`src/rtl/dma_pkg.sv`:
```
// Shared constants and types for the four-channel DMA scheduler:
// register map, control bit positions and scheduler states.
package dma_pkg;

    localparam int NCH = 4;

    localparam logic [3:0] IDX_SADD_LO  = 4'd0;
    localparam logic [3:0] IDX_SADD_HI  = 4'd1;
    localparam logic [3:0] IDX_SINC_LO  = 4'd2;
    localparam logic [3:0] IDX_SINC_HI  = 4'd3;
    localparam logic [3:0] IDX_DADD_LO  = 4'd4;
    localparam logic [3:0] IDX_DADD_HI  = 4'd5;
    localparam logic [3:0] IDX_DINC_LO  = 4'd6;
    localparam logic [3:0] IDX_DINC_HI  = 4'd7;
    localparam logic [3:0] IDX_COUNT_LO = 4'd8;
    localparam logic [3:0] IDX_COUNT_HI = 4'd9;
    localparam logic [3:0] IDX_CTRL     = 4'd10;
    localparam logic [3:0] IDX_DCLR     = 4'd11;

    localparam int CTL_START  = 0;
    localparam int CTL_IRQEN  = 1;
    localparam int CTL_CANCEL = 2;

    typedef enum logic [1:0] {
        ST_IDLE  = 2'd0,
        ST_ISSUE = 2'd1,
        ST_RUN   = 2'd2
    } state_e;

endpackage

```
`src/rtl/rr_arb4.sv`:
```
// Combinational four-way round-robin arbiter: the search starts at the
// channel after last_grant and wraps modulo 4.
module rr_arb4 (
    input  logic [3:0] req,
    input  logic [1:0] last_grant,
    output logic [1:0] grant,
    output logic       valid
);

    logic [7:0] dbl_s;
    logic [2:0] base_s;
    logic [3:0] rot_s;
    logic [1:0] off_s;

    // rotate so the highest-priority channel sits in bit 0, then take the lowest set bit
    always_comb begin
        dbl_s  = {req, req};
        base_s = {1'b0, last_grant} + 3'd1;
        rot_s  = dbl_s[base_s +: 4];
        off_s  = 2'd0;
        valid  = 1'b1;
        casez (rot_s)
            4'b???1: off_s = 2'd0;
            4'b??10: off_s = 2'd1;
            4'b?100: off_s = 2'd2;
            4'b1000: off_s = 2'd3;
            default: begin
                off_s = 2'd0;
                valid = 1'b0;
            end
        endcase
        grant = last_grant + 2'd1 + off_s;
    end

endmodule

```
`src/rtl/dma_sched.sv`:
```
// Four-channel DMA scheduler: CPU-programmed channel registers, round-robin
// grant, and a start/done handshake with an external copy engine.
module dma_sched import dma_pkg::*; #(
    parameter int NCH = dma_pkg::NCH
) (
    input  logic           PHI2,
    input  logic           rst,
    input  logic           reg_we,
    input  logic [5:0]     reg_addr,
    input  logic [7:0]     reg_wdata,
    output logic [15:0]    eng_sadd,
    output logic [15:0]    eng_sinc,
    output logic [15:0]    eng_dadd,
    output logic [15:0]    eng_dinc,
    output logic [15:0]    eng_count,
    output logic           eng_start,
    input  logic           eng_done,
    output logic [1:0]     active_ch,
    output logic [NCH-1:0] ch_pend,
    output logic [NCH-1:0] ch_done,
    output logic           irq
);

    logic [1:0]     ch_sel_s;
    logic [3:0]     idx_s;
    logic [15:0]    sadd_r [NCH];
    logic [15:0]    sinc_r [NCH];
    logic [15:0]    dadd_r [NCH];
    logic [15:0]    dinc_r [NCH];
    logic [15:0]    count_r [NCH];
    logic [NCH-1:0] pend_r, done_r, irqen_r;
    logic [NCH-1:0] wr_hit_s, start_s, cancel_s, dclr_s, cmp_s;
    state_e         state_r, state_nxt_s;
    logic [1:0]     last_grant_r, active_ch_r, arb_grant_s, granted_ch_s;
    logic           arb_valid_s, granted_vld_s;
    logic           load_s, zero_cmp_s, run_cmp_s;
    logic [15:0]    eng_sadd_r, eng_sinc_r, eng_dadd_r, eng_dinc_r, eng_count_r;
    logic           eng_start_r;

    assign ch_sel_s = reg_addr[5:4];
    assign idx_s    = reg_addr[3:0];

    rr_arb4 u_arb (
        .req        (pend_r),
        .last_grant (last_grant_r),
        .grant      (arb_grant_s),
        .valid      (arb_valid_s)
    );

    // channel holding the grant, or receiving it on this edge; cancels to it are ignored
    always_comb begin
        granted_vld_s = 1'b0;
        granted_ch_s  = arb_grant_s;
        if (state_r != ST_IDLE) begin
            granted_vld_s = 1'b1;
            granted_ch_s  = active_ch_r;
        end else begin
            granted_vld_s = arb_valid_s;
            granted_ch_s  = arb_grant_s;
        end
    end

    // per-channel write, cancel and completion strobes
    always_comb begin
        wr_hit_s = {NCH{1'b0}};
        start_s  = {NCH{1'b0}};
        cancel_s = {NCH{1'b0}};
        dclr_s   = {NCH{1'b0}};
        cmp_s    = {NCH{1'b0}};
        for (int c = 0; c < NCH; c++) begin
            wr_hit_s[c] = reg_we && (ch_sel_s == 2'(c));
            start_s[c]  = wr_hit_s[c] && (idx_s == IDX_CTRL) && !pend_r[c] && reg_wdata[CTL_START];
            cancel_s[c] = wr_hit_s[c] && (idx_s == IDX_CTRL) && pend_r[c] && reg_wdata[CTL_CANCEL]
                          && !(granted_vld_s && (granted_ch_s == 2'(c)));
            dclr_s[c]   = wr_hit_s[c] && (idx_s == IDX_DCLR);
            cmp_s[c]    = (zero_cmp_s && (arb_grant_s == 2'(c))) ||
                          (run_cmp_s && (active_ch_r == 2'(c)));
        end
    end

    // channel parameter registers and pend/done/irq-enable flags
    always_ff @(posedge PHI2) begin
        if (rst) begin
            for (int c = 0; c < NCH; c++) begin
                sadd_r[c]  <= 16'd0;
                sinc_r[c]  <= 16'd0;
                dadd_r[c]  <= 16'd0;
                dinc_r[c]  <= 16'd0;
                count_r[c] <= 16'd0;
            end
            pend_r  <= {NCH{1'b0}};
            done_r  <= {NCH{1'b0}};
            irqen_r <= {NCH{1'b0}};
        end else begin
            for (int c = 0; c < NCH; c++) begin
                if (wr_hit_s[c] && !pend_r[c]) begin
                    case (idx_s)
                        IDX_SADD_LO:  sadd_r[c][7:0]   <= reg_wdata;
                        IDX_SADD_HI:  sadd_r[c][15:8]  <= reg_wdata;
                        IDX_SINC_LO:  sinc_r[c][7:0]   <= reg_wdata;
                        IDX_SINC_HI:  sinc_r[c][15:8]  <= reg_wdata;
                        IDX_DADD_LO:  dadd_r[c][7:0]   <= reg_wdata;
                        IDX_DADD_HI:  dadd_r[c][15:8]  <= reg_wdata;
                        IDX_DINC_LO:  dinc_r[c][7:0]   <= reg_wdata;
                        IDX_DINC_HI:  dinc_r[c][15:8]  <= reg_wdata;
                        IDX_COUNT_LO: count_r[c][7:0]  <= reg_wdata;
                        IDX_COUNT_HI: count_r[c][15:8] <= reg_wdata;
                        default: begin
                        end
                    endcase
                end
                if (start_s[c]) begin
                    pend_r[c]  <= 1'b1;
                    irqen_r[c] <= reg_wdata[CTL_IRQEN];
                end
                if (cancel_s[c]) begin
                    pend_r[c] <= 1'b0;
                end
                if (dclr_s[c]) begin
                    done_r[c] <= 1'b0;
                end
                // completion is last so a same-edge done-clear loses
                if (cmp_s[c]) begin
                    pend_r[c] <= 1'b0;
                    done_r[c] <= 1'b1;
                end
            end
        end
    end

    // scheduler state register
    always_ff @(posedge PHI2) begin
        if (rst) begin
            state_r <= ST_IDLE;
        end else begin
            state_r <= state_nxt_s;
        end
    end

    // next-state logic; a zero-length grant completes straight from IDLE
    always_comb begin
        state_nxt_s = state_r;
        load_s      = 1'b0;
        zero_cmp_s  = 1'b0;
        run_cmp_s   = 1'b0;
        case (state_r)
            ST_IDLE: begin
                if (arb_valid_s) begin
                    if (count_r[arb_grant_s] == 16'd0) begin
                        zero_cmp_s  = 1'b1;
                        state_nxt_s = ST_IDLE;
                    end else begin
                        load_s      = 1'b1;
                        state_nxt_s = ST_ISSUE;
                    end
                end else begin
                    state_nxt_s = ST_IDLE;
                end
            end
            ST_ISSUE: state_nxt_s = ST_RUN;
            ST_RUN: begin
                if (eng_done) begin
                    run_cmp_s   = 1'b1;
                    state_nxt_s = ST_IDLE;
                end else begin
                    state_nxt_s = ST_RUN;
                end
            end
            default: state_nxt_s = ST_IDLE;
        endcase
    end

    // engine parameter latch, start pulse, grant bookkeeping
    always_ff @(posedge PHI2) begin
        if (rst) begin
            eng_sadd_r   <= 16'd0;
            eng_sinc_r   <= 16'd0;
            eng_dadd_r   <= 16'd0;
            eng_dinc_r   <= 16'd0;
            eng_count_r  <= 16'd0;
            eng_start_r  <= 1'b0;
            active_ch_r  <= 2'd0;
            last_grant_r <= 2'd3;
        end else begin
            eng_start_r <= (state_r == ST_ISSUE);
            if (load_s) begin
                active_ch_r <= arb_grant_s;
                eng_sadd_r  <= sadd_r[arb_grant_s];
                eng_sinc_r  <= sinc_r[arb_grant_s];
                eng_dadd_r  <= dadd_r[arb_grant_s];
                eng_dinc_r  <= dinc_r[arb_grant_s];
                eng_count_r <= count_r[arb_grant_s];
            end
            if (zero_cmp_s) begin
                last_grant_r <= arb_grant_s;
            end else if (run_cmp_s) begin
                last_grant_r <= active_ch_r;
            end
        end
    end

    assign eng_sadd  = eng_sadd_r;
    assign eng_sinc  = eng_sinc_r;
    assign eng_dadd  = eng_dadd_r;
    assign eng_dinc  = eng_dinc_r;
    assign eng_count = eng_count_r;
    assign eng_start = eng_start_r;
    assign active_ch = active_ch_r;
    assign ch_pend   = pend_r;
    assign ch_done   = done_r;
    assign irq       = |(done_r & irqen_r);

endmodule

```
`config.mk`:
```
export PLATFORM = sky130hd
export DESIGN_NAME = dma_sched
export DESIGN_NICKNAME = d
export VERILOG_FILES = /design/src/rtl/dma_pkg.sv /design/src/rtl/rr_arb4.sv /design/src/rtl/dma_sched.sv
export SDC_FILE = /design/constraint.sdc
export NUM_CORES = 1
export LEC_CHECK = 0
export CAP_MARGIN = 25
export CORE_MARGIN = 2
export CORE_UTILIZATION = 62
export CTS_BUF_LIST = sky130_fd_sc_hd__clkbuf_4
export CTS_CLUSTER_DIAMETER = 80
export DETAILED_ROUTE_END_ITERATION = 8
export PLACE_DENSITY = 0.83
export REMOVE_ABC_BUFFERS = 1
export SYNTH_ARGS = -nofsm -noshare
export SYNTH_HDL_FRONTEND = slang
export SYNTH_HIERARCHICAL = 1
export SYNTH_SLANG_ARGS = --single-unit
```
`constraint.sdc`:
```
create_clock -name PHI2 -period 5.1 [get_ports PHI2]
set_clock_uncertainty 0.05 [all_clocks]
set_input_delay 1.02 -clock PHI2 [delete_from_list [all_inputs] [get_ports PHI2]]
set_output_delay 1.02 -clock PHI2 [all_outputs]
set_load 0.005 [all_outputs]
```
=== Yosys cells after proc, flatten, opt, wreduce, memory -nomap -nowiden ===
Memory sizes are Yosys's and may differ from the RTL's. A register that Yosys moved wholly into a read port is not among the register bits.
Index checks and enable logic that the tools add are counted.

* Bitwise operators: 41
* Reductions and logical operators: 79
* $add $sub $neg: 3
* Equality and inequality tests: 28
* Muxes and demuxes: 198
* Shift operators: 1

{| class="wikitable"
|+ Operator list
! cell !! number
|-
| 8-bit two-way mux || 40
|-
| 1-bit two-way mux || 151
|-
| 1-bit logical AND || 48
|-
| 1-bit OR || 40
|-
| 2-bit == test, second input constant || 10
|-
| 4-bit == test, second input constant || 5
|-
| 4-bit by 3-bit == test with 1-bit output, second input constant || 4
|-
| 16-bit zero test || 1
|-
| 2-bit one-hot mux with 3 select lines || 2
|-
| 2-bit nonzero test || 6
|-
| 3-bit OR reduction || 4
|-
| 2-bit by 1-bit == test with 1-bit output, second input constant || 5
|-
| 2-bit zero test || 5
|-
| 2-bit two-way mux || 5
|-
| 4-bit by 2-bit == test with 1-bit output, second input constant || 2
|-
| 1-bit zero test || 8
|-
| 4-bit OR reduction || 2
|-
| 8-bit by 4-bit variable part select with 4-bit output || 1
|-
| 4-bit bitwise AND || 1
|-
| 4-bit by 1-bit == test with 1-bit output, second input constant || 1
|-
| 4-bit zero test || 1
|-
| 1-bit logical OR || 4
|-
| 2-bit by 1-bit adder with 3-bit output, second input constant || 1
|-
| 3-bit == test, second input constant || 1
|-
| 2 further kinds || 2
|}

* RAM bits: 320
* Register bits after elaboration: 35
* Input port bits: 18
* Memories kept: 5

{| class="wikitable"
|+ Memories
! name !! words !! width !! read ports !! clocked after memory_dff !! wr ports !! line !! source
|-
| count_r || 4 || 16 || 1 || 0 || 4 || dma_sched.sv:30 || <nowiki>logic [15:0] count_r [NCH];</nowiki>
|-
| dadd_r || 4 || 16 || 1 || 1 || 4 || dma_sched.sv:28 || <nowiki>logic [15:0] dadd_r [NCH];</nowiki>
|-
| dinc_r || 4 || 16 || 1 || 1 || 4 || dma_sched.sv:29 || <nowiki>logic [15:0] dinc_r [NCH];</nowiki>
|-
| sadd_r || 4 || 16 || 1 || 1 || 4 || dma_sched.sv:26 || <nowiki>logic [15:0] sadd_r [NCH];</nowiki>
|-
| sinc_r || 4 || 16 || 1 || 1 || 4 || dma_sched.sv:27 || <nowiki>logic [15:0] sinc_r [NCH];</nowiki>
|}

=== Logic depth before layout (Yosys ltp) ===
Gate-level depths: netlist of run 1.
An unclocked memory read counts as a cell.

* Depth in word-level cells: 13
* Gate-level depth with buffers: 17
* Depth with buffers taken out: 12

=== Hierarchy ===
The synthesis of run 1 kept the hierarchy.

{| class="wikitable"
|+ By module, submodules not included
! module !! cells each !! area an instance (um2) !! sequential area each (um2) !! instances
|-
| dma_sched || 1424 || 18138.6 || 11591.1 || 1
|-
| rr_arb4 || 29 || 196.4 || 0.0 || 1
|}

=== Worst setup path after synthesis of run 1 ===
No wires, ideal clock.

* Path kind: reg-to-reg
* From: register pend_r[2] (netlist: ch_pend[2])
* To: register active_ch_r[0] (netlist: active_ch[0])
* Buffers on the path: 4
* Path slack: 1.018 ns
* Cell stages (with the launch flop): 16
* Data arrival time: 3.899 ns
* Data required time: 4.918 ns
* Setup time: 0.132 ns
* Cell sequence: dfxtp_1 inv_1 a311o_2 a21oi_1 ha_1 xor2_1 xnor2_1 clkbuf_1 buf_1 mux4_2 or4_4 o41a_1 clkbuf_1 buf_2 nand2_1 a21oi_1

* Cells in the longest elaborated chain, start to end: 9
* Elaborated cells between the ends (all ways): 13

{| class="wikitable"
|+ Ends and longest elaborated chain
! what !! line !! source
|-
| from (decl) || dma_sched.sv:31 || <nowiki>logic [NCH-1:0] pend_r, done_r, irqen_r;</nowiki>
|-
| from (signal assigned) || dma_sched.sv:91 || <nowiki>pend_r <= {NCH{1'b0}};</nowiki>
|-
| 8-bit by 4-bit variable part select with 4-bit output (*) || rr_arb4.sv:19 || <nowiki>rot_s = dbl_s[base_s +: 4];</nowiki>
|-
| 4-bit == test, or another cell as far along || rr_arb4.sv:22 || <nowiki>casez (rot_s)</nowiki>
|-
| 2-bit one-hot mux with 3 select lines (*) || rr_arb4.sv:22 ||
|-
| 2-bit adder (*) || rr_arb4.sv:32 || <nowiki>grant = last_grant + 2'd1 + off_s;</nowiki>
|-
| via arb_grant_s[1] || dma_sched.sv:34 || <nowiki>logic [1:0] last_grant_r, active_ch_r, arb_grant_s, granted_ch_s;</nowiki>
|-
| memory 4 x 16 bit (*) || n/a ||
|-
| 16-bit zero test (*) || dma_sched.sv:149 || <nowiki>if (count_r[arb_grant_s] == 16'd0) begin</nowiki>
|-
| 1-bit two-way mux (*) || dma_sched.sv:149 ||
|-
| 1-bit two-way mux (*) || dma_sched.sv:148 || <nowiki>if (arb_valid_s) begin</nowiki>
|-
| 1-bit two-way mux (*) || dma_sched.sv:146 || <nowiki>case (state_r)</nowiki>
|-
| to (signal assigned) || dma_sched.sv:187 || <nowiki>active_ch_r <= arb_grant_s;</nowiki>
|-
| to (decl) || dma_sched.sv:34 ||
|}

The timed path passes the listed nets; every way through them passes the cells marked *.
A chain may end at the register's enable or synchronous reset.

=== Worst setup path after layout of run 1 ===
* From: register pend_r[2] (netlist: ch_pend[2])
* To: register eng_sinc_r[11] (netlist: eng_sinc[11]), read port of sinc_r

* Cells in the longest elaborated chain, start to end: 9
* Elaborated cells between the ends (all ways): 13

{| class="wikitable"
|+ Ends and longest elaborated chain
! what !! line !! source
|-
| 8-bit by 4-bit variable part select with 4-bit output (*) || rr_arb4.sv:19 ||
|-
| 4-bit == test, or another cell as far along || rr_arb4.sv:22 ||
|-
| 2-bit one-hot mux with 3 select lines (*) || rr_arb4.sv:22 ||
|-
| 2-bit adder (*) || rr_arb4.sv:32 ||
|-
| via arb_grant_s[1] || dma_sched.sv:34 ||
|-
| memory 4 x 16 bit || n/a ||
|-
| 16-bit zero test || dma_sched.sv:149 ||
|-
| 1-bit two-way mux || dma_sched.sv:149 ||
|-
| 1-bit two-way mux || dma_sched.sv:148 ||
|-
| 1-bit two-way mux || dma_sched.sv:146 ||
|-
| to (decl) || dma_sched.sv:37 || <nowiki>logic [15:0] eng_sadd_r, eng_sinc_r, eng_dadd_r, eng_dinc_r, eng_count_r;</nowiki>
|}

Marks and branches as above.

==> summary.md, run 1 <==
| Metric | Value |
|---|---|
| Syn. warnings | 6 |
| Initial core utilization | 0.6337 |
| Post-DP Area | 19670 um^2 |
| WL/cell | 19.72 um |
| Core Footprint | 28940 um^2 |
| Setup TNS | 0 ps |
| Netlist cell types | 52 |
| Max-Cap Viols | 0 |
| Nets | 1615 |
| Slew HR | 0.3685 |
| Row Count | 62 |
| Min-delay src | eng_dinc[1] |
| Worst-path clk slew | 70 ps |
| Later-pin clock latency in the skew report | 750 ps |
| 1st-iter DRT viols | 1337 |
| Worst Hold Class | reg -> reg |
| Worst Reg-to-Reg Cells | 13 |
| Initial antenna violation count | 1 |
| Die width | 176.0 um |
| Gate power share | 0.047 |
| Flop-to-flop setup slack | 350 ps |
| Buffers on Ports | 109 |
| Routability congestion estimate | 0.8909 |
| DRC | 0 |
| DR vias | 12050 |
| Synth top area share | 0.5241 |
| Die area | 30960 um^2 |
| I/O Pins | 110 |
| Post-Route WL | 40.86 mm |
| Register area share after synthesis | 0.6322 |
| Area leader, netlist | edfxtp_1 |
| Post-synth EDFFs | 320 |
| Filler cells | 1903 |
| GR Overflow Total | 0 |
| WS Path Type | reg -> reg |
| Crit path DAT | 5300 ps |
| Largest net degree at the start of global routing | 98 |
| Layout cell share with drive strength beyond 1 | 0.1666 |
| Clock Root Buffer | clkbuf_4 |
| Mapped Cells | 1453 |
| Tcrit/Tclk final | 0.9321 |
| Crit Reg-Reg Endpoint | eng_sinc[11] |
| Async S/R FF share, synth | 0 |
| Setup Buffers After CTS | 0 |
| RSZ-0062 raised after global routing | no |
| Clock Path Buffers | 3 |
| CTS Sinks | 419 |
| Outcome | complete, no violations |
| Slew @ Worst Pin | 947.3 ps |
| Via density | 5.814 |
| Max VDD drop | 0.1665 mV |
| First-pass GRT wire length | 64.02 mm |
| Max Slew Vio Count | 0 |
| R2R Path Start | ch_pend[2] |
| Synth-to-layout area growth | 14.95% |
| Overall routing resource usage | 0.2718 |
| Top_reg_cell synth | edfxtp_1 |
| Post-route ant nets | 0 |
| Top cells by area, synth | edfxtp_1 (52%), and2_1 (11%), dfxtp_1 (11%) |
| Min cycle time layout | 4753 ps |
| Final Hold Viols | 0 |
| CTS Buf Count | 103 |
| Power share of the sequential group | 0.550 |
| Internal Pwr Total | 5.379 mW |
| Dpl hpwl | 24.28 mm |
| Yosys reg bits | 419 |
| Avg Inst Size Synth | 12.62 um^2 |
| Req. time, crit path | 5650 ps |
| Multi-input combinational cell area | 6286 um^2 |
| WHS Endpoint | eng_dinc[1] |
| Sw power | 1.619 mW |
| H-tree level count | 3 |
| Finish-stage setup viols | 0 |
| Highest Clock Rate | 0.2104 GHz |
| Leakage | 7.239 nW |
| Post-Syn Area | 18340 um^2 |
| Vias in the first global route | 12130 |
| CTS tree | done |
| DR pass1 iterations | 5 |
| Worst hold path depth | 2 |
| Clock network power share | 0.402 |
| Sw Ratio | 0.2314 |
| Final instance area | 21080 um^2 |
| CP max FO | 82 |
| Pwr per Cell Area | 332.0 nW/um^2 |
| Die H | 176.0 um |
| Startpoint types | flip-flop |
| Setup crit end kind | flip-flop |
| Sequential Area | 11590 um^2 |
## worst max path at each step
stage | startpoint | endpoint | slack (ps) | cells after the start
5_1_grt | ch_pend[2] | eng_dinc[1] | 170 | 13
4_1_cts | ch_pend[2] | eng_sadd[5] | 130 | 13
6_report | ch_pend[2] | eng_sinc[11] | 350 | 13
2_1_floorplan | ch_pend[2] | active_ch[1] | -5510 | 11
3_3_place_gp | ch_pend[2] | eng_dinc[14] | 350 | 13
3_5_place_dp | ch_pend[2] | eng_dinc[14] | 180 | 13
## logic make-up after synthesis
logic type,synth area share
and+or+nand+nor,0.1995
DFF,0.6322
AOI/OAI and AO/OA,0.04013
buffers and inverters,0.02668
muxes,0.09990
xor gates and xnor gates,0.0009555
adders and majority gates,0.0006823
## metal layers
metal / track usage / wire [um] / up-vias
met5: 0 / 0 / -
met1: 0.3390 / 15440 / 5806
met2: 0.4516 / 19900 / 604
li1: - / - / 5482
met3: 0.05771 / 3572 / 155
met4: 0.1429 / 1950 / 0
## final cells by class
cell class / instances / share of cell area
Tap cell: 384 / 0.02280
Clock buffer: 148 / 0.05272
Sequential cell: 419 / 0.5500
Clock inverter: 48 / 0.01205
Multi-Input combinational cell: 929 / 0.2982
Antenna cell: 1 / 0.0001187
Inverter: 6 / 0.001187
Timing Repair Buffer: 137 / 0.06293
## state kept, by name (all words and copies together), names as in the netlist
name	cells
count_r	64
dadd_r	64
dinc_r	64
sadd_r	64
sinc_r	64
eng_count	16
eng_dadd	16
eng_dinc	16
eng_sadd	16
eng_sinc	16
ch_done	4
ch_pend	4
irqen_r	4
active_ch	2
last_grant_r	2
state_r	2
eng_start	1
## power groups by stage
| stage | logic [mW] | clock network, mW | registers [mW] |
|---|---|---|---|
| 6_report | 0.332 | 2.82 | 3.85 |
| 5_1_grt | 0.354 | 3.03 | 3.86 |
| 4_1_cts | 0.327 | 2.86 | 3.85 |
| 3_5_place_dp | 0.327 | 0 | 3.92 |
| 3_3_place_gp | 0.320 | 0 | 3.91 |
| 2_1_floorplan | 0.174 | 0 | 3.90 |
## layout by cell type, fill, tap and decap left out, types with 2 or more instances in the layout
cell type	netlist	final
o31ai_1	5	5
nor2b_1	7	7
or4_1	3	3
mux4_2	80	80
a31oi_1	4	4
dfxtp_1	99	99
a22oi_1	2	2
clkinv_2	0	5
nand2b_1	7	7
buf_4	0	27
o2111ai_1	3	3
or3b_2	3	3
nor4_1	2	2
clkdlybuf4s50_1	0	107
inv_6	0	2
clkbuf_4	0	148
edfxtp_1	320	320
o21a_1	2	2
nand2_1	270	270
nand3b_1	3	3
a21oi_1	93	93
a211o_1	2	2
nand4_1	3	3
nand3_1	10	10
nor3_1	6	6
bufinv_16	0	2
and3_1	6	6
o21ai_0	5	5
mux2i_1	3	3
nor2_1	64	64
and2_1	324	324
or2b_1	2	2
clkinv_1	0	37
inv_1	6	5
## cell usage after synthesis, types with 3 or more instances
cell type and n:
a21oi_1 93, a31oi_1 4, and2_1 324, and3_1 6, buf_1 5, buf_2 9, buf_6 11, clkbuf_1 73
dfxtp_1 99, edfxtp_1 320, inv_1 6, mux2i_1 3, mux4_2 80, nand2_1 270, nand2b_1 7, nand3_1 10
nand3b_1 3, nand4_1 3, nor2_1 64, nor2b_1 7, nor3_1 6, o2111ai_1 3, o21ai_0 5, o31ai_1 5
or3b_2 3, or4_1 3
## stage by stage
stage	cells	hold slack [ps]	setup slack, ps	utilization	power (mW)
after floorplan	1354	380.0	-5507	-	4.078
after global placement	1874	392.7	349.5	0.6798	4.233
after detailed placement	1874	396.5	182.6	0.6798	4.250
after CTS	2070	404.4	132.5	0.7270	7.034
after global routing	2072	423.1	174.3	0.7284	7.243
final	2072	402.6	346.5	0.7284	6.998
## timing repair
action | in CTS | in global routing
resized for setup | 0 | 1
setup endpoints to repair | 0 | 62
hold buffers | 0 | 0
endpoints found under the hold margin | 0 | 0
## critical path, cell delays in order, from the launching register on
cell and delay (ps):
dfxtp_1 530, inv_1 120, a311o_2 400, a21oi_1 160, ha_1 180, xor2_1 140
xnor2_4 550, buf_4 330, mux4_2 370, or4_4 520, o41a_2 480, buf_4 390
nand2_1 220, a21oi_1 80
No activity file was read; power rests on OpenSTA's default activity.
==> run 2: changes to the inputs <==
--- a/config.mk
+++ b/config.mk
@@ -7,11 +7,11 @@
 export LEC_CHECK = 0
 export CAP_MARGIN = 25
 export CORE_MARGIN = 2
-export CORE_UTILIZATION = 62
-export CTS_BUF_LIST = sky130_fd_sc_hd__clkbuf_4
+export CORE_UTILIZATION = 60
 export CTS_CLUSTER_DIAMETER = 80
+export CTS_CLUSTER_SIZE = 14
 export DETAILED_ROUTE_END_ITERATION = 8
-export PLACE_DENSITY = 0.83
+export PLACE_DENSITY = 0.8
 export REMOVE_ABC_BUFFERS = 1
 export SYNTH_ARGS = -nofsm -noshare
 export SYNTH_HDL_FRONTEND = slang
==> summary.md, run 2 (synthesized netlist as in run 1, its figures left out) <==
| Metric | Value |
|---|---|
| Sw power | 1.426 mW |
| Hold buffer count at CTS | 0 |
| Sw Ratio | 0.2125 |
| Req. time, crit path | 5490 ps |
| Leakage | 6.935 nW |
| Clock network power share | 0.376 |
| Sequential Area | 11590 um^2 |
| Setup Buffers After CTS | 0 |
| Highest Clock Rate | 0.2234 GHz |
| Min cycle time layout | 4475 ps |
| Final instance area | 20770 um^2 |
| Worst Hold Class | reg -> reg |
| Initial core utilization | 0.6041 |
| Startpoint types | flip-flop |
| H-tree level count | 2 |
| Nets | 1548 |
| Overall routing resource usage | 0.2683 |
| Placed Cells | 1888 |
| Internal Pwr Total | 5.283 mW |
| Setup crit end kind | flip-flop |
| Initial antenna violation count | 0 |
| Ant diodes | 0 |
| Buffers on Ports | 109 |
| Power share of the sequential group | 0.574 |
| Routability congestion estimate | 0.8437 |
| Synth-to-layout area growth | 13.27% |
| WL/cell | 21.33 um |
| Clock Path Buffers | 3 |
| R2R Path Start | ch_pend[2] |
| Tcrit/Tclk final | 0.8775 |
| Layout cell share with drive strength beyond 1 | 0.1029 |
| Crit path DAT | 4860 ps |
| DRC | 0 |
| GR Overflow Total | 0 |
| Filler cells | 2129 |
| CTS Sinks | 419 |
| WS Path Type | reg -> reg |
| Core Footprint | 30350 um^2 |
| Vias in the first global route | 11560 |
| Die H | 178.8 um |
| Final WS setup | 624.7 ps |
| Fin util | 0.6843 |
| DP Worst Slack | 711.7 ps |
| Gate power share | 0.050 |
| I/O Pins | 110 |
| CTS Buf Count | 35 |
| First-pass GRT wire length | 64.19 mm |
| Later-pin clock latency in the skew report | 530 ps |
| Largest net degree at the start of global routing | 71 |
| Post-Route WL | 41.62 mm |
| Via density | 5.929 |
| Pwr per Cell Area | 323.0 nW/um^2 |
| Min-delay src | eng_dinc[6] |
| Crit Reg-Reg Endpoint | eng_dinc[3] |
| DR pass1 iterations | 6 |
| Slew @ Worst Pin | 996.6 ps |
| 1st-iter DRT viols | 1084 |
| Max VDD drop | 0.2044 mV |
| Worst hold path depth | 2 |
| Worst Reg-to-Reg Cells | 13 |
| Final Hold Viols | 0 |
| CP max FO | 38 |
| Max Slew Vio Count | 0 |
| Multi-input combinational cell area | 6275 um^2 |
| Post-cts sizing count | 0 |
| DR vias | 11570 |
| Die area | 31970 um^2 |
| Non-Filler Instances | 1951 |
| Outcome | complete, no violations |
| Clock Root Buffer | clkbuf_16 |
| Row Count | 64 |
| RSZ-0062 raised after global routing | no |
| WHS Endpoint | eng_dinc[6] |
| Commonest non-fill, non-tap cell in the layout | and2_1 |
| Dpl hpwl | 26.16 mm |
| Flop-to-flop setup slack | 620 ps |
| Most frequent cells in the layout | and2_1 (324), edfxtp_1 (320), nand2_1 (270) |
| Max-Cap Viols | 0 |
| CTS tree | done |
| Post-DP Area | 19750 um^2 |
| Finish-stage setup viols | 0 |
| Worst-path clk slew | 70 ps |
| Post-route ant nets | 0 |
| Die width | 178.8 um |
| Slew HR | 0.3295 |
==> run 2: worst max-delay path by stage <==
stage | depth (start not counted) | slack, ps | startpoint | to
floorplan | 11 | -5510 | ch_pend[2] | active_ch[1]
global placement | 13 | 830 | ch_pend[2] | eng_count[4]
detailed placement | 13 | 710 | ch_pend[2] | eng_count[4]
CTS | 13 | 680 | ch_pend[2] | eng_dinc[3]
global route | 13 | 480 | ch_pend[2] | eng_dinc[1]
finish | 13 | 620 | ch_pend[2] | eng_dinc[3]
==> run 2: layout make-up <==
type,count,share of cell area
Clock buffer,63,0.04928
Multi-Input combinational cell,929,0.3021
Inverter,6,0.001205
Tap cell,396,0.02386
Timing Repair Buffer,138,0.06543
Sequential cell,419,0.5581
==> run 2: power by group through the flow <==
stage	Combinational (mW)	Clock, mW	Sequential [mW]
3_3_place_gp	0.323	0	3.91
3_5_place_dp	0.331	0	3.92
6_report	0.334	2.52	3.85
5_1_grt	0.357	2.69	3.86
2_1_floorplan	0.174	0	3.90
4_1_cts	0.333	2.55	3.85
==> run 2: per-stage QoR <==
| stage | setup TNS (ps) | hold slack, ps | total power [mW] |
|---|---|---|---|
| 4_1_cts | 0 | 405.3 | 6.730 |
| 5_1_grt | 0 | 421.5 | 6.907 |
| 6_report | 0 | 403.6 | 6.708 |
| 2_1_floorplan | -480250 | 380.0 | 4.078 |
| 3_3_place_gp | 0 | 394.3 | 4.236 |
| 3_5_place_dp | 0 | 396.3 | 4.256 |
==> run 2: worst max-delay path, cell delays in order, from the launching register on <==
cell and delay, ps:
dfxtp_1 520, inv_1 110, a311o_2 390, a21oi_1 160, ha_1 190, xor2_1 250, xnor2_2 170, buf_4 370
mux4_2 380, or4_1 660, o41ai_4 550, buf_12 270, nand2_1 100, a21oi_1 170
==> run 2: per-layer routing <==
layer	track usage	vias up	routed length (um)	part of all wire
li1	-	5260	-	-
met1	0.3513	5658	16130	0.39
met2	0.4534	543	20920	0.50
met3	0.04835	107	3208	0.077
met4	0.09587	0	1369	0.033
met5	0	-	0	0
